**src/rtl/cfg_chain_if.sv**
```systemverilog
// cfg_chain_if
//   Host-side stream bundle for cfg_chain_ctrl.
//   s_*  : host -> controller configuration words (valid/ready)
//   m_*  : controller -> host readback words (valid/ready)
//   master modport is the host; slave modport is the controller.
interface cfg_chain_if #(
  parameter int WORD_W = 8
);
  logic [WORD_W-1:0] s_data;
  logic              s_valid;
  logic              s_ready;
  logic [WORD_W-1:0] m_data;
  logic              m_valid;
  logic              m_ready;

  modport master (
    output s_data, s_valid, m_ready,
    input  s_ready, m_data, m_valid
  );

  modport slave (
    input  s_data, s_valid, m_ready,
    output s_ready, m_data, m_valid
  );
endinterface

```
**src/rtl/cfg_chain_ctrl.sv**
```systemverilog
// cfg_chain_ctrl
//   Drives a daisy-chained LE configuration shift register.
//   LOAD     : host words are serialized LSB-first into cfg_data with cfg_en high.
//   READBACK : cfg_ret is recirculated into cfg_data while being packed into
//              words for the host, so the chain ends up unchanged.
// Ports:
//   clk, nrst       clock, asynchronous active-low reset
//   start, mode     begin operation (mode 0 = LOAD, 1 = READBACK), sampled in IDLE
//   abort           return to IDLE next cycle from any state
//   host            cfg_chain_if.slave: s_data/s_valid/s_ready, m_data/m_valid/m_ready
//   cfg_en          chain shift enable
//   cfg_data        serial bit into the first LE
//   cfg_ret         serial bit out of the last LE
//   busy, done      not-IDLE flag, one-cycle completion pulse
module cfg_chain_ctrl #(
  parameter int CHAIN_LEN = 80,
  parameter int WORD_W    = 8
) (
  input  logic        clk,
  input  logic        nrst,
  input  logic        start,
  input  logic        mode,
  input  logic        abort,
  cfg_chain_if.slave  host,
  output logic        cfg_en,
  output logic        cfg_data,
  input  logic        cfg_ret,
  output logic        busy,
  output logic        done
);

  localparam int CNT_W  = $clog2(CHAIN_LEN + 1);
  localparam int WCNT_W = (WORD_W > 1) ? $clog2(WORD_W) : 1;
  localparam logic [CNT_W-1:0]  LAST_BIT = CNT_W'(CHAIN_LEN - 1);
  localparam logic [CNT_W-1:0]  ALL_BITS = CNT_W'(CHAIN_LEN);
  localparam logic [WCNT_W-1:0] WLAST    = WCNT_W'(WORD_W - 1);

  typedef enum logic [2:0] {
    IDLE, LOAD_WAIT, LOAD_SHIFT, RB_SHIFT, RB_OUT, FINISH
  } state_t;

  state_t             state_q, state_d;
  logic [CNT_W-1:0]   bit_cnt_q, bit_cnt_d;
  logic [WCNT_W-1:0]  wcnt_q, wcnt_d;
  logic [WORD_W-1:0]  ld_buf_q, ld_buf_d;
  logic [WORD_W-1:0]  rb_buf_q, rb_buf_d;
  logic               s_ready_q, s_ready_d;
  logic               m_valid_q, m_valid_d;
  logic               cfg_en_q, cfg_en_d;
  logic               busy_q, busy_d;
  logic               done_q, done_d;

  // A word ends either when it is full or when the chain is exhausted
  // (partial last word).
  logic word_last;
  logic chain_last;
  assign chain_last = (bit_cnt_q == LAST_BIT);
  assign word_last  = (wcnt_q == WLAST) || chain_last;

  always_comb begin
    state_d   = state_q;
    bit_cnt_d = bit_cnt_q;
    wcnt_d    = wcnt_q;
    ld_buf_d  = ld_buf_q;
    rb_buf_d  = rb_buf_q;

    if (abort) begin
      state_d   = IDLE;
      bit_cnt_d = '0;
      wcnt_d    = '0;
    end else begin
      case (state_q)
        IDLE: begin
          if (start) begin
            bit_cnt_d = '0;
            wcnt_d    = '0;
            rb_buf_d  = '0;
            state_d   = mode ? RB_SHIFT : LOAD_WAIT;
          end
        end
        LOAD_WAIT: begin
          if (host.s_valid && s_ready_q) begin
            ld_buf_d = host.s_data;
            wcnt_d   = '0;
            state_d  = LOAD_SHIFT;
          end
        end
        LOAD_SHIFT: begin
          ld_buf_d  = ld_buf_q >> 1;
          bit_cnt_d = bit_cnt_q + 1'b1;
          wcnt_d    = wcnt_q + 1'b1;
          if (word_last) state_d = chain_last ? FINISH : LOAD_WAIT;
        end
        RB_SHIFT: begin
          // Bit k of the word is the k-th bit to emerge, so a partial
          // last word lands in the low positions with zeros above.
          rb_buf_d[wcnt_q] = cfg_ret;
          bit_cnt_d        = bit_cnt_q + 1'b1;
          wcnt_d           = wcnt_q + 1'b1;
          if (word_last) state_d = RB_OUT;
        end
        RB_OUT: begin
          if (m_valid_q && host.m_ready) begin
            if (bit_cnt_q == ALL_BITS) begin
              state_d = FINISH;
            end else begin
              rb_buf_d = '0;
              wcnt_d   = '0;
              state_d  = RB_SHIFT;
            end
          end
        end
        FINISH:  state_d = IDLE;
        default: state_d = IDLE;
      endcase
    end

    // Outputs are registered versions of the next-state decode.
    s_ready_d = (state_d == LOAD_WAIT);
    m_valid_d = (state_d == RB_OUT);
    cfg_en_d  = (state_d == LOAD_SHIFT) || (state_d == RB_SHIFT);
    busy_d    = (state_d != IDLE);
    done_d    = (state_d == FINISH);
  end

  always_ff @(posedge clk or negedge nrst) begin
    if (!nrst) begin
      state_q   <= IDLE;
      bit_cnt_q <= '0;
      wcnt_q    <= '0;
      ld_buf_q  <= '0;
      rb_buf_q  <= '0;
      s_ready_q <= 1'b0;
      m_valid_q <= 1'b0;
      cfg_en_q  <= 1'b0;
      busy_q    <= 1'b0;
      done_q    <= 1'b0;
    end else begin
      state_q   <= state_d;
      bit_cnt_q <= bit_cnt_d;
      wcnt_q    <= wcnt_d;
      ld_buf_q  <= ld_buf_d;
      rb_buf_q  <= rb_buf_d;
      s_ready_q <= s_ready_d;
      m_valid_q <= m_valid_d;
      cfg_en_q  <= cfg_en_d;
      busy_q    <= busy_d;
      done_q    <= done_d;
    end
  end

  // cfg_data cannot be registered during readback: the chain must take in
  // the very bit it is presenting on cfg_ret at the same edge, otherwise the
  // recirculation would be off by one and corrupt the contents.
  assign cfg_data = (state_q == RB_SHIFT) ? cfg_ret
                                          : ((state_q == LOAD_SHIFT) && ld_buf_q[0]);

  assign cfg_en       = cfg_en_q;
  assign busy         = busy_q;
  assign done         = done_q;
  assign host.s_ready = s_ready_q;
  assign host.m_valid = m_valid_q;
  assign host.m_data  = rb_buf_q;

endmodule

```
**src/flat_wrapper.sv**
```systemverilog
// flat-port wrapper written by rule: the top's interface ports become plain ports
module cfg_chain_ctrl_flat 
#(
  parameter int CHAIN_LEN = 80,
  parameter int WORD_W    = 8
)
  (clk, nrst, start, mode, abort, cfg_en, cfg_data, cfg_ret, busy, done, host_s_data, host_s_valid, host_m_ready, host_s_ready, host_m_data, host_m_valid);
  cfg_chain_if #(.WORD_W(WORD_W)) host_i ();
  input  logic clk;
  input  logic nrst;
  input  logic start;
  input  logic mode;
  input  logic abort;
  output logic cfg_en;
  output logic cfg_data;
  input  logic cfg_ret;
  output logic busy;
  output logic done;
  input wire logic [$bits(host_i.s_data)-1:0] host_s_data;
  input wire logic [$bits(host_i.s_valid)-1:0] host_s_valid;
  input wire logic [$bits(host_i.m_ready)-1:0] host_m_ready;
  output wire logic [$bits(host_i.s_ready)-1:0] host_s_ready;
  output wire logic [$bits(host_i.m_data)-1:0] host_m_data;
  output wire logic [$bits(host_i.m_valid)-1:0] host_m_valid;
  assign host_i.s_data = host_s_data;
  assign host_i.s_valid = host_s_valid;
  assign host_i.m_ready = host_m_ready;
  assign host_s_ready = host_i.s_ready;
  assign host_m_data = host_i.m_data;
  assign host_m_valid = host_i.m_valid;
  cfg_chain_ctrl #(.CHAIN_LEN(CHAIN_LEN), .WORD_W(WORD_W)) u_core (.clk(clk), .nrst(nrst), .start(start), .mode(mode), .abort(abort), .host(host_i), .cfg_en(cfg_en), .cfg_data(cfg_data), .cfg_ret(cfg_ret), .busy(busy), .done(done));
endmodule
```
**config.mk**
```make
export PLATFORM = sky130hd
export DESIGN_NAME = cfg_chain_ctrl_flat
export DESIGN_NICKNAME = d
export VERILOG_FILES = /design/src/rtl/cfg_chain_if.sv /design/src/rtl/cfg_chain_ctrl.sv /design/src/flat_wrapper.sv
export SDC_FILE = /design/constraint.sdc
export NUM_CORES = 1
export LEC_CHECK = 0
export CAP_MARGIN = 20
export CORE_ASPECT_RATIO = 1.25
export CORE_MARGIN = 2
export CORE_UTILIZATION = 48
export CTS_CLUSTER_DIAMETER = 30
export DETAILED_ROUTE_END_ITERATION = 12
export PLACE_DENSITY = 0.73
export SYNTH_ARGS = -nofsm -noshare
export SYNTH_HDL_FRONTEND = slang
export SYNTH_SLANG_ARGS = --single-unit
```
**constraint.sdc**
```tcl
create_clock -name clk -period 1.68 [get_ports clk]
set_input_delay 0.252 -clock clk [delete_from_list [all_inputs] [get_ports clk]]
set_output_delay 0.252 -clock clk [all_outputs]
set_load 0.01 [all_outputs]
```
# Yosys cells after proc, flatten, opt, wreduce, memory -nomap -nowiden

Index checks and enable logic that the tools add are counted.

Bits in registers: 34
Input port bits: 16
Output and inout bits: 14

$add $sub $neg: 2
Order comparisons: 2
Equal/unequal tests: 20
Mux-type cells: 29
Bitwise operators: 1
Reduce and logical (&&, ||, !) cells: 17

Operators with widths:

| cell                | count |
|---|---|
| $mux 3              | 13 |
| $mux 8              | 4 |
| $pmux 8 s3          | 1 |
| $pmux 8 s2          | 1 |
| $pmux 3 s5          | 1 |
| $eq 7x7->1 const B  | 2 |
| $mux 7              | 2 |
| $pmux 7 s2          | 1 |
| $eq 3x2->1 const B  | 4 |
| $eq 3x3->1 const B  | 4 |
| $pmux 3 s4          | 1 |
| $reduce_and 5->1    | 2 |
| $reduce_bool 3->1   | 3 |
| $bwmux 8            | 1 |
| $add 7x1->7 const B | 1 |
| $eq 3x1->1 const B  | 2 |
| $ne 3x2->1 const B  | 2 |
| $ne 3x3->1 const B  | 2 |
| $reduce_bool 5->1   | 1 |
| $logic_and 1x1->1   | 4 |
| $lt 3x4->1 const B  | 1 |
| $ne 2x1->1 const B  | 2 |
| $ne 2x2->1 const B  | 2 |
| $add 3x1->3 const B | 1 |
| other kinds (11)    | 13 |

# Longest topological paths before layout

Gate-level depths: netlist of the first run.

Word-level depth: 7
Gate-level depth with buffers: 6

# Worst setup path after synthesis of the first run

No wires, ideal clock.

Kind: reg-to-reg
Start point: reg u_core.bit_cnt_q[0]
End point: reg u_core.s_ready_q, in the netlist u_core.host.s_ready
Setup time: 0.121 ns
Arrival time: 1.541 ns
Slack: 0.018 ns
Stages on the path, launching flop included: 7
Clock period less this slack: 1.662 ns
Cell sequence: dfrtp_1 ha_1 and3_4 buf_6 a21o_1 a211oi_2 and4b_1

Word-level cells in the longest chain between the ends: 6
Elaborated cells on any way between the ends: 11
Classes of those cells: eq/ne (3); mux (7); reduce/logical (1)

Ends and longest elaborated chain:

| element                              | RTL line                                                           | source |
|---|---|---|
| from (decl)                          | cfg_chain_ctrl.sv:43                                               | `logic [CNT_W-1:0] bit_cnt_q, bit_cnt_d;` |
| from (signal assigned)               | cfg_chain_ctrl.sv:140                                              | `bit_cnt_q <= bit_cnt_d;` |
| $eq 7x7->1, on equally long branches | cfg_chain_ctrl.sv:104, cfg_chain_ctrl.sv:57                        |  |
| $mux 3, or another cell as far along | cfg_chain_ctrl.sv:104                                              | `if (bit_cnt_q == ALL_BITS) begin` |
| $mux 3, on equally long branches     | cfg_chain_ctrl.sv:103, cfg_chain_ctrl.sv:92, cfg_chain_ctrl.sv:100 |  |
| $pmux 3 s5 (*)                       | cfg_chain_ctrl.sv:72                                               | `case (state_q)` |
| $mux 3 (*)                           | cfg_chain_ctrl.sv:67                                               | `if (abort) begin` |
| $eq 3x1->1 (*)                       | cfg_chain_ctrl.sv:119                                              | `s_ready_d = (state_d == LOAD_WAIT);` |
| via u_core.s_ready_d                 | cfg_chain_ctrl.sv:47                                               | `logic s_ready_q, s_ready_d;` |
| to (signal assigned)                 | cfg_chain_ctrl.sv:144                                              | `s_ready_q <= s_ready_d;` |
| to (decl)                            | cfg_chain_ctrl.sv:47                                               |  |

The timed path passes the listed nets; every way through them passes the cells marked *.
A chain may end at the register's enable or synchronous reset.

# Worst setup path in the final report of the first run

Start point: reg u_core.bit_cnt_q[1]
End point: reg u_core.s_ready_q, in the netlist u_core.host.s_ready

The elaborated chain is that of the path after synthesis.

==> impl_metrics.py, run 1 <==
metrics = {
    "finish": {
        "sequential_cell_area_um2": 852,
        "post_route_cells_drive_above_1_share_pct": 23.3,
        "final_cell_count_no_fill": 303,
        "syn_to_final_growth_pct": 33.5,
        "antennaDiodeCount": 0,
        "nets": 268,
        "filler_cell_count": 316,
        "multi_input_area_mm2": 0.00100,
    },
    "sta": {
        "grt_setup_unrepaired": "true",
        "portion_of_the_clock_cycle_consumed_by_the_worst_path_in_the_final_layout_pct": 101,
        "final.setup_skew_ns": 0.00214,
        "min_period_ns": 1.70,
        "report.final.setup_viol": 1,
        "timing.fmax_mhz": 588,
        "worst_slew_pin_slew_ns": 0.525,
        "report.final.hold_viol_count": 0,
        "worst_slew_margin_rel_pct": 64.9,
        "final_max_slew_viol_count": 0,
        "holdWs_ns": 0.370,
        "postLayoutSetupSlackWorst_ns": -0.0203,
    },
    "grt": {
        "first_global_vias": 1634,
        "gr-total-overflow": 0,
        "grt.total_usage_pct": 20.8,
        "grt_max_degree": 35,
        "antenna_violations_before_repair": 0,
        "first_pass_grt_wire_length_um": 7070,
    },
    "routing": {
        "drt_iter0_markers": 86,
        "postRouteWirelength_um": 4300,
        "via_count": 1618,
        "route.detailed.wl_per_inst_um": 14.2,
        "drt_drc_violations_left": 0,
        "route.detailed.vias_per_inst": 5.34,
        "number_of_iterations_in_the_first_detailed_routing_pass": 4,
        "remaining_number_of_nets_flagged_by_the_antenna_check_after_routing": 0,
    },
    "synth": {
        "synthCells": 191,
        "netlist.area_leader.share_pct": 44.1,
        "synth_warnings": 0,
        "post_synth_top_flop": "dfrtp_1",
        "synth.largest_area_cell": "dfrtp_1",
        "netlist_area_mm2": 0.00193,
        "ys_ff_latch": 34,
        "post-synth-top-count-cell": "dfrtp_1",
        "synth_fp_nets": 211,
        "synth_sequential_area_ratio_pct": 44.1,
        "synthTopCellsByArea": "dfrtp_1, nand2_1, mux2i_1, o21ai_0, ha_1",
        "synth_enable_flop_cells": 0,
        "yosys.cell_types.count": 51,
        "avgSynthCellArea_um2": 10.1,
        "synth_common_cells": "dfrtp_1, nand2_1, o21ai_0",
        "async_reset_ff_share_pct": 100,
    },
    "status": {
        "violations": "negative setup slack",
        "status": "finished, violations left",
    },
    "worst_setup_path": {
        "worst-endpoint-arrival_ns": 1.87,
        "critical_path_cell_count": 5,
        "crit_chain": "ha_2, and3_4, a21o_1, a211oi_4, and4b_1",
        "path_buf_inv": 0,
        "setup.worst_path.class": "reg -> reg",
        "worstRegToRegCells": 5,
        "cpMaxStageDelayCell": "dfrtp_1",
        "cpPeakStageDelay_ns": 0.41,
        "worst_setup_path_end_kind": "flip-flop",
        "timing.critical_path.fanout_max": 5,
        "crit_path_start_kind": "flip-flop",
        "startpoint": "u_core.bit_cnt_q[1]",
        "cp.required_ns": 1.85,
        "critPathTopFamily": "compound AO/OA/AOI/OAI gates",
        "timing.rr.start": "u_core.bit_cnt_q[1]",
    },
    "power_and_ir_drop": {
        "power.sequential.fraction_pct": 48.5,
        "power_switching_mw": 0.547,
        "leakagePower_nw": 1.10,
        "power.density_mw_per_mm2": 778,
        "vdd_drop_max_v": 0.000647,
        "total_power_of_the_final_layout_mw": 2.00,
        "switching_share_pct": 27.3,
        "clock_power_share_pct": 30.4,
        "internal_power_mw": 1.46,
        "share_of_total_power_in_combinational_logic_pct": 21.1,
    },
    "cts": {
        "post_cts_hold_buffer_count": 0,
        "cts_inserted_buffers": 5,
        "tritoncts": "yes",
        "maximum_number_of_buffers_from_clock_root_to_sink": 2,
        "clockRootBuffer": "clkbuf_8",
        "clk_pin_slew_ns": 0.07,
        "cts_htree_levels": 2,
        "numClockSinks": 34,
        "worstSkewPairLatency_ns": 0.28,
    },
    "floorplan": {
        "coreArea_mm2": 0.00382,
        "floorplan.initialDensity_pct": 50.6,
        "floorplan.die.height_um": 74.9,
        "io_pins": 30,
        "fp-row-count": 25,
        "fp.dieW_um": 60.7,
        "floorplan.die_area_mm2": 0.00455,
    },
    "placed_design": {
        "dpl.hpwl_um": 3190,
        "post-place-cells": 289,
        "io_buffer_count": 29,
        "gp_routability_congestion": 0.908,
    },
    "hold_path": {
        "worstHoldPathType": "in -> async",
    },
    "flow_run": {
        "cap_violations": 0,
    },
}
==> through the flow <==
| step | setup slack, ns | TNS (ns) | instance area (µm²) | utilization (%) |
|---|---|---|---|---|
| 2_1_floorplan | 0.0180 | 0 | 1930 | - |
| 3_3_place_gp | -0.0552 | -0.465 | 2390 | 62.7 |
| 3_5_place_dp | -0.0824 | -0.811 | 2390 | 62.7 |
| 4_1_cts | 0.00522 | 0 | 2510 | 65.9 |
| 5_1_grt | -0.0777 | -0.377 | 2580 | 67.5 |
| 6_report | -0.0203 | -0.0203 | 2580 | 67.5 |
==> cell usage in the layout, fill, tap and decap left out, drive strengths merged, types with 2 or more instances in the layout <==
master,instances
a21o,2
o21bai,2
buf,30
and4b,2
nand2b,3
o21ai,17
clkdlybuf4s50,28
dfrtp,34
clkbuf,7
nand2,25
nand4bb,2
and2,2
mux2i,9
inv,13
ha,4
a2bb2oi,4
and3,3
nor3b,3
o31ai,4
nor3,2
o22ai,7
nor2b,4
o211ai,2
nor2,9
a22oi,2
a2111oi,2
nand3,9
o32ai,2
==> routing by layer <==
| metal | GRT usage, % | wire length, µm | vias to the layer above |
|---|---|---|---|
| met4 | 5.80 | 52 | 0 |
| met5 | 0 | 0 | - |
| li1 | - | - | 800 |
| met3 | 4.64 | 137 | 7 |
| met2 | 37.4 | 2290 | 25 |
| met1 | 24.5 | 1830 | 786 |
==> power by group through the flow <==
stage	clock network, mW	logic [mW]	registers [mW]
global route	0.660	0.477	0.982
CTS	0.627	0.407	0.974
floorplan	0	0.236	0.982
detailed placement	0	0.385	0.998
global placement	0	0.371	0.992
finish	0.609	0.423	0.972
==> area by class of cell <==
cell class              count  share of cell area (%)
clock buffers               7                    3.35
clock inverters             1                   0.194
inverters                  13                    1.89
multi-input cells         135                    38.9
flip-flops and latches     34                    33.1
well taps                  54                    2.62
repair buffers             59                    20.0
==> kinds of logic after synthesis <==
family,Yosys count,synth area share [%]
and+or+nand+nor,72,22.1
AOI/OAI and AO/OA,50,20.1
DFF,34,44.1
buffers and inverters,22,6.42
muxes,9,4.67
adders and majority gates,4,2.59
==> registers in the layout (all words and copies together), names as in the netlist <==
signal / flops
u_core.bit_cnt_q: 7
u_core.busy: 1
u_core.cfg_en: 1
u_core.done: 1
u_core.host.m_data: 8
u_core.host.m_valid: 1
u_core.host.s_ready: 1
u_core.ld_buf_q: 8
u_core.state_q: 3
u_core.wcnt_q: 3
==> repair_timing <==
action | in CTS | in global routing
pin swaps | 0 | 2
gates resized for setup | 5 | 6
buffers inserted | 1 | 5
endpoints found under the setup margin | 4 | 19
==> worst paths after layout <==
kind / end / slack (ns)
hold reg to reg: u_core.ld_buf_q[2] / 0.49
hold / removal: u_core.host.m_data[6] / 0.37
setup reg to reg: u_core.host.s_ready / -0.02
min in group clk: u_core.ld_buf_q[2] / 0.49
max in group asynchronous: u_core.state_q[0] / 0.97
setup / recovery: u_core.host.s_ready / -0.02
Note: power is estimated with default switching activity, not from simulation.
==> run 2, diff against run 1 <==
--- a/config.mk
+++ b/config.mk
@@ -9,7 +9,6 @@
 export CORE_ASPECT_RATIO = 1.25
 export CORE_MARGIN = 2
 export CORE_UTILIZATION = 48
-export CTS_CLUSTER_DIAMETER = 30
 export DETAILED_ROUTE_END_ITERATION = 12
 export PLACE_DENSITY = 0.73
 export SYNTH_ARGS = -nofsm -noshare
==> results of run 2 <==
Final layout, timing and power as in run 1 (identical DEF).
==> run 3, diff against run 2 <==
==> constraint.sdc (replaced) <==
create_clock -name clk -period 1.68 [get_ports clk]
set_input_delay 0.168 -clock clk [delete_from_list [all_inputs] [get_ports clk]]
set_output_delay 0.168 -clock clk [all_outputs]
set_load 0.01 [all_outputs]
==> run 3 against run 2 <==
  * The run now ends clean
  * Wire length up 1.4%
  * Die area did not move
  * Sequential share of layout area increased by 0.29 points
  * Clock power is essentially flat
  * Critical path type unchanged
  * Highest routed layer unchanged
==> impl_metrics.py, run 3 (synthesis results as in run 1) <==
metrics = {
    "status": {
        "status": "complete, no violations",
    },
    "cts": {
        "clockRootBuffer": "clkbuf_8",
        "post_cts_hold_buffer_count": 0,
        "cts_inserted_buffers": 5,
        "numClockSinks": 34,
        "maximum_number_of_buffers_from_clock_root_to_sink": 2,
        "clk_pin_slew_ns": 0.07,
        "worstSkewPairLatency_ns": 0.29,
        "cts_htree_levels": 2,
        "tritoncts": "yes",
    },
    "finish": {
        "final_common_cell": "dfrtp_1",
        "nets": 260,
        "layout_common_cells": "dfrtp_1, clkdlybuf4s50_1, nand2_1",
        "final_cell_count_no_fill": 295,
        "syn_to_final_growth_pct": 32.2,
        "final_util_pct": 66.8,
        "antennaDiodeCount": 0,
        "stdcell_area_mm2": 0.00255,
        "post_route_cells_drive_above_1_share_pct": 20.7,
    },
    "power_and_ir_drop": {
        "power_switching_mw": 0.549,
        "internal_power_mw": 1.45,
        "switching_share_pct": 27.4,
        "share_of_total_power_in_combinational_logic_pct": 20.5,
        "power.sequential.fraction_pct": 48.9,
        "power.density_mw_per_mm2": 785,
        "vdd_drop_max_v": 0.000349,
        "total_power_of_the_final_layout_mw": 2.00,
        "clock_power_share_pct": 30.6,
        "leakagePower_nw": 1.07,
    },
    "hold_path": {
        "worstHoldPathType": "in -> async",
    },
    "sta": {
        "worst_slew_margin_rel_pct": 70.7,
        "portion_of_the_clock_cycle_consumed_by_the_worst_path_in_the_final_layout_pct": 98.1,
        "min_period_ns": 1.65,
        "report.final.setup_viol": 0,
        "final.setup_skew_ns": 0.00604,
        "timing.fmax_mhz": 607,
        "worst_slew_pin_slew_ns": 0.440,
        "setup_tns_ns": 0,
        "postLayoutSetupSlackWorst_ns": 0.0328,
        "final_max_slew_viol_count": 0,
        "holdWs_ns": 0.275,
        "grt_setup_unrepaired": "true",
        "report.final.hold_viol_count": 0,
    },
    "worst_setup_path": {
        "setup.worst_path.class": "reg -> reg",
        "worst-endpoint-arrival_ns": 1.82,
        "cp.required_ns": 1.86,
        "timing.critical_path.fanout_max": 5,
        "worst_setup_path_end_kind": "flip-flop",
        "crit_path_start_kind": "flip-flop",
    },
    "placed_design": {
        "pre_cts_slack_ns": -0.0382,
        "dpl.hpwl_um": 3200,
        "place_area_mm2": 0.00234,
        "gp_routability_congestion": 0.820,
        "post-place-cells": 282,
        "io_buffer_count": 29,
    },
    "floorplan": {
        "io_pins": 30,
        "floorplan.die_area_mm2": 0.00455,
        "fp-row-count": 25,
        "floorplan.die.height_um": 74.9,
        "floorplan.initialDensity_pct": 50.6,
        "fp.dieW_um": 60.7,
        "coreArea_mm2": 0.00382,
    },
    "grt": {
        "grt.total_usage_pct": 21.3,
        "first_pass_grt_wire_length_um": 7000,
        "first_global_vias": 1549,
        "antenna_violations_before_repair": 0,
        "gr-total-overflow": 0,
        "grt_max_degree": 35,
    },
    "routing": {
        "route.detailed.wl_per_inst_um": 14.8,
        "route.detailed.vias_per_inst": 5.54,
        "remaining_number_of_nets_flagged_by_the_antenna_check_after_routing": 0,
        "via_count": 1635,
        "postRouteWirelength_um": 4360,
        "drt_iter0_markers": 53,
        "drt_drc_violations_left": 0,
        "number_of_iterations_in_the_first_detailed_routing_pass": 4,
    },
    "flow_run": {
        "cap_violations": 0,
    },
}
[run 3: per-layer routing]
metal	GRT usage, %	vias to the layer above	wire, µm
met4	10.6	0	115
met3	5.50	12	203
met5	0	-	0
li1	-	785	-
met1	25.9	798	1820
met2	34.6	40	2230
[run 3: final timing paths]
check                                    start                    end  slack, ns  depth (start not counted)
max                        u_core.bit_cnt_q[1]    u_core.host.s_ready       0.03                          5
min                                       nrst  u_core.host.m_data[6]       0.28                          2
max reg2reg                u_core.bit_cnt_q[1]    u_core.host.s_ready       0.03                          5
min reg2reg                 u_core.ld_buf_q[2]     u_core.ld_buf_q[2]       0.49                          2
max in group asynchronous                 nrst  u_core.host.m_data[5]       1.07                          2
min in group clk                host_s_data[7]     u_core.ld_buf_q[7]       0.46                          3
[run 3: repair_timing]
| action | CTS | global route |
|---|---|---|
| pin swaps | 3 | 6 |
| resized for setup | 9 | 7 |
| setup endpoints to repair | 3 | 23 |
| cloned | 0 | 0 |
| buffers inserted | 4 | 2 |
[run 3: power groups by stage]
stage / combinational [mW] / clock (mW) / sequential [mW]
floorplan: 0.236 / 0 / 0.982
finish: 0.410 / 0.612 / 0.978
detailed placement: 0.383 / 0 / 0.997
global route: 0.460 / 0.671 / 0.989
global placement: 0.369 / 0 / 0.988
CTS: 0.404 / 0.637 / 0.981
[run 3: layout make-up]
type | instances | area [µm²]
fill | 316 | 1270
clock buffer | 7 | 86.3
tap | 54 | 67.6
timing repair buffer | 51 | 458
sequential | 34 | 851
inverter | 13 | 48.8
clock inverter | 1 | 5.00
multi-input combinational | 135 | 1030
[run 3: worst max-delay path: stages (launching register included)]
cell	delay, ns
dfrtp_1	0.39
ha_2	0.20
and3_4	0.20
a21o_1	0.19
a211oi_4	0.30
and4b_1	0.24
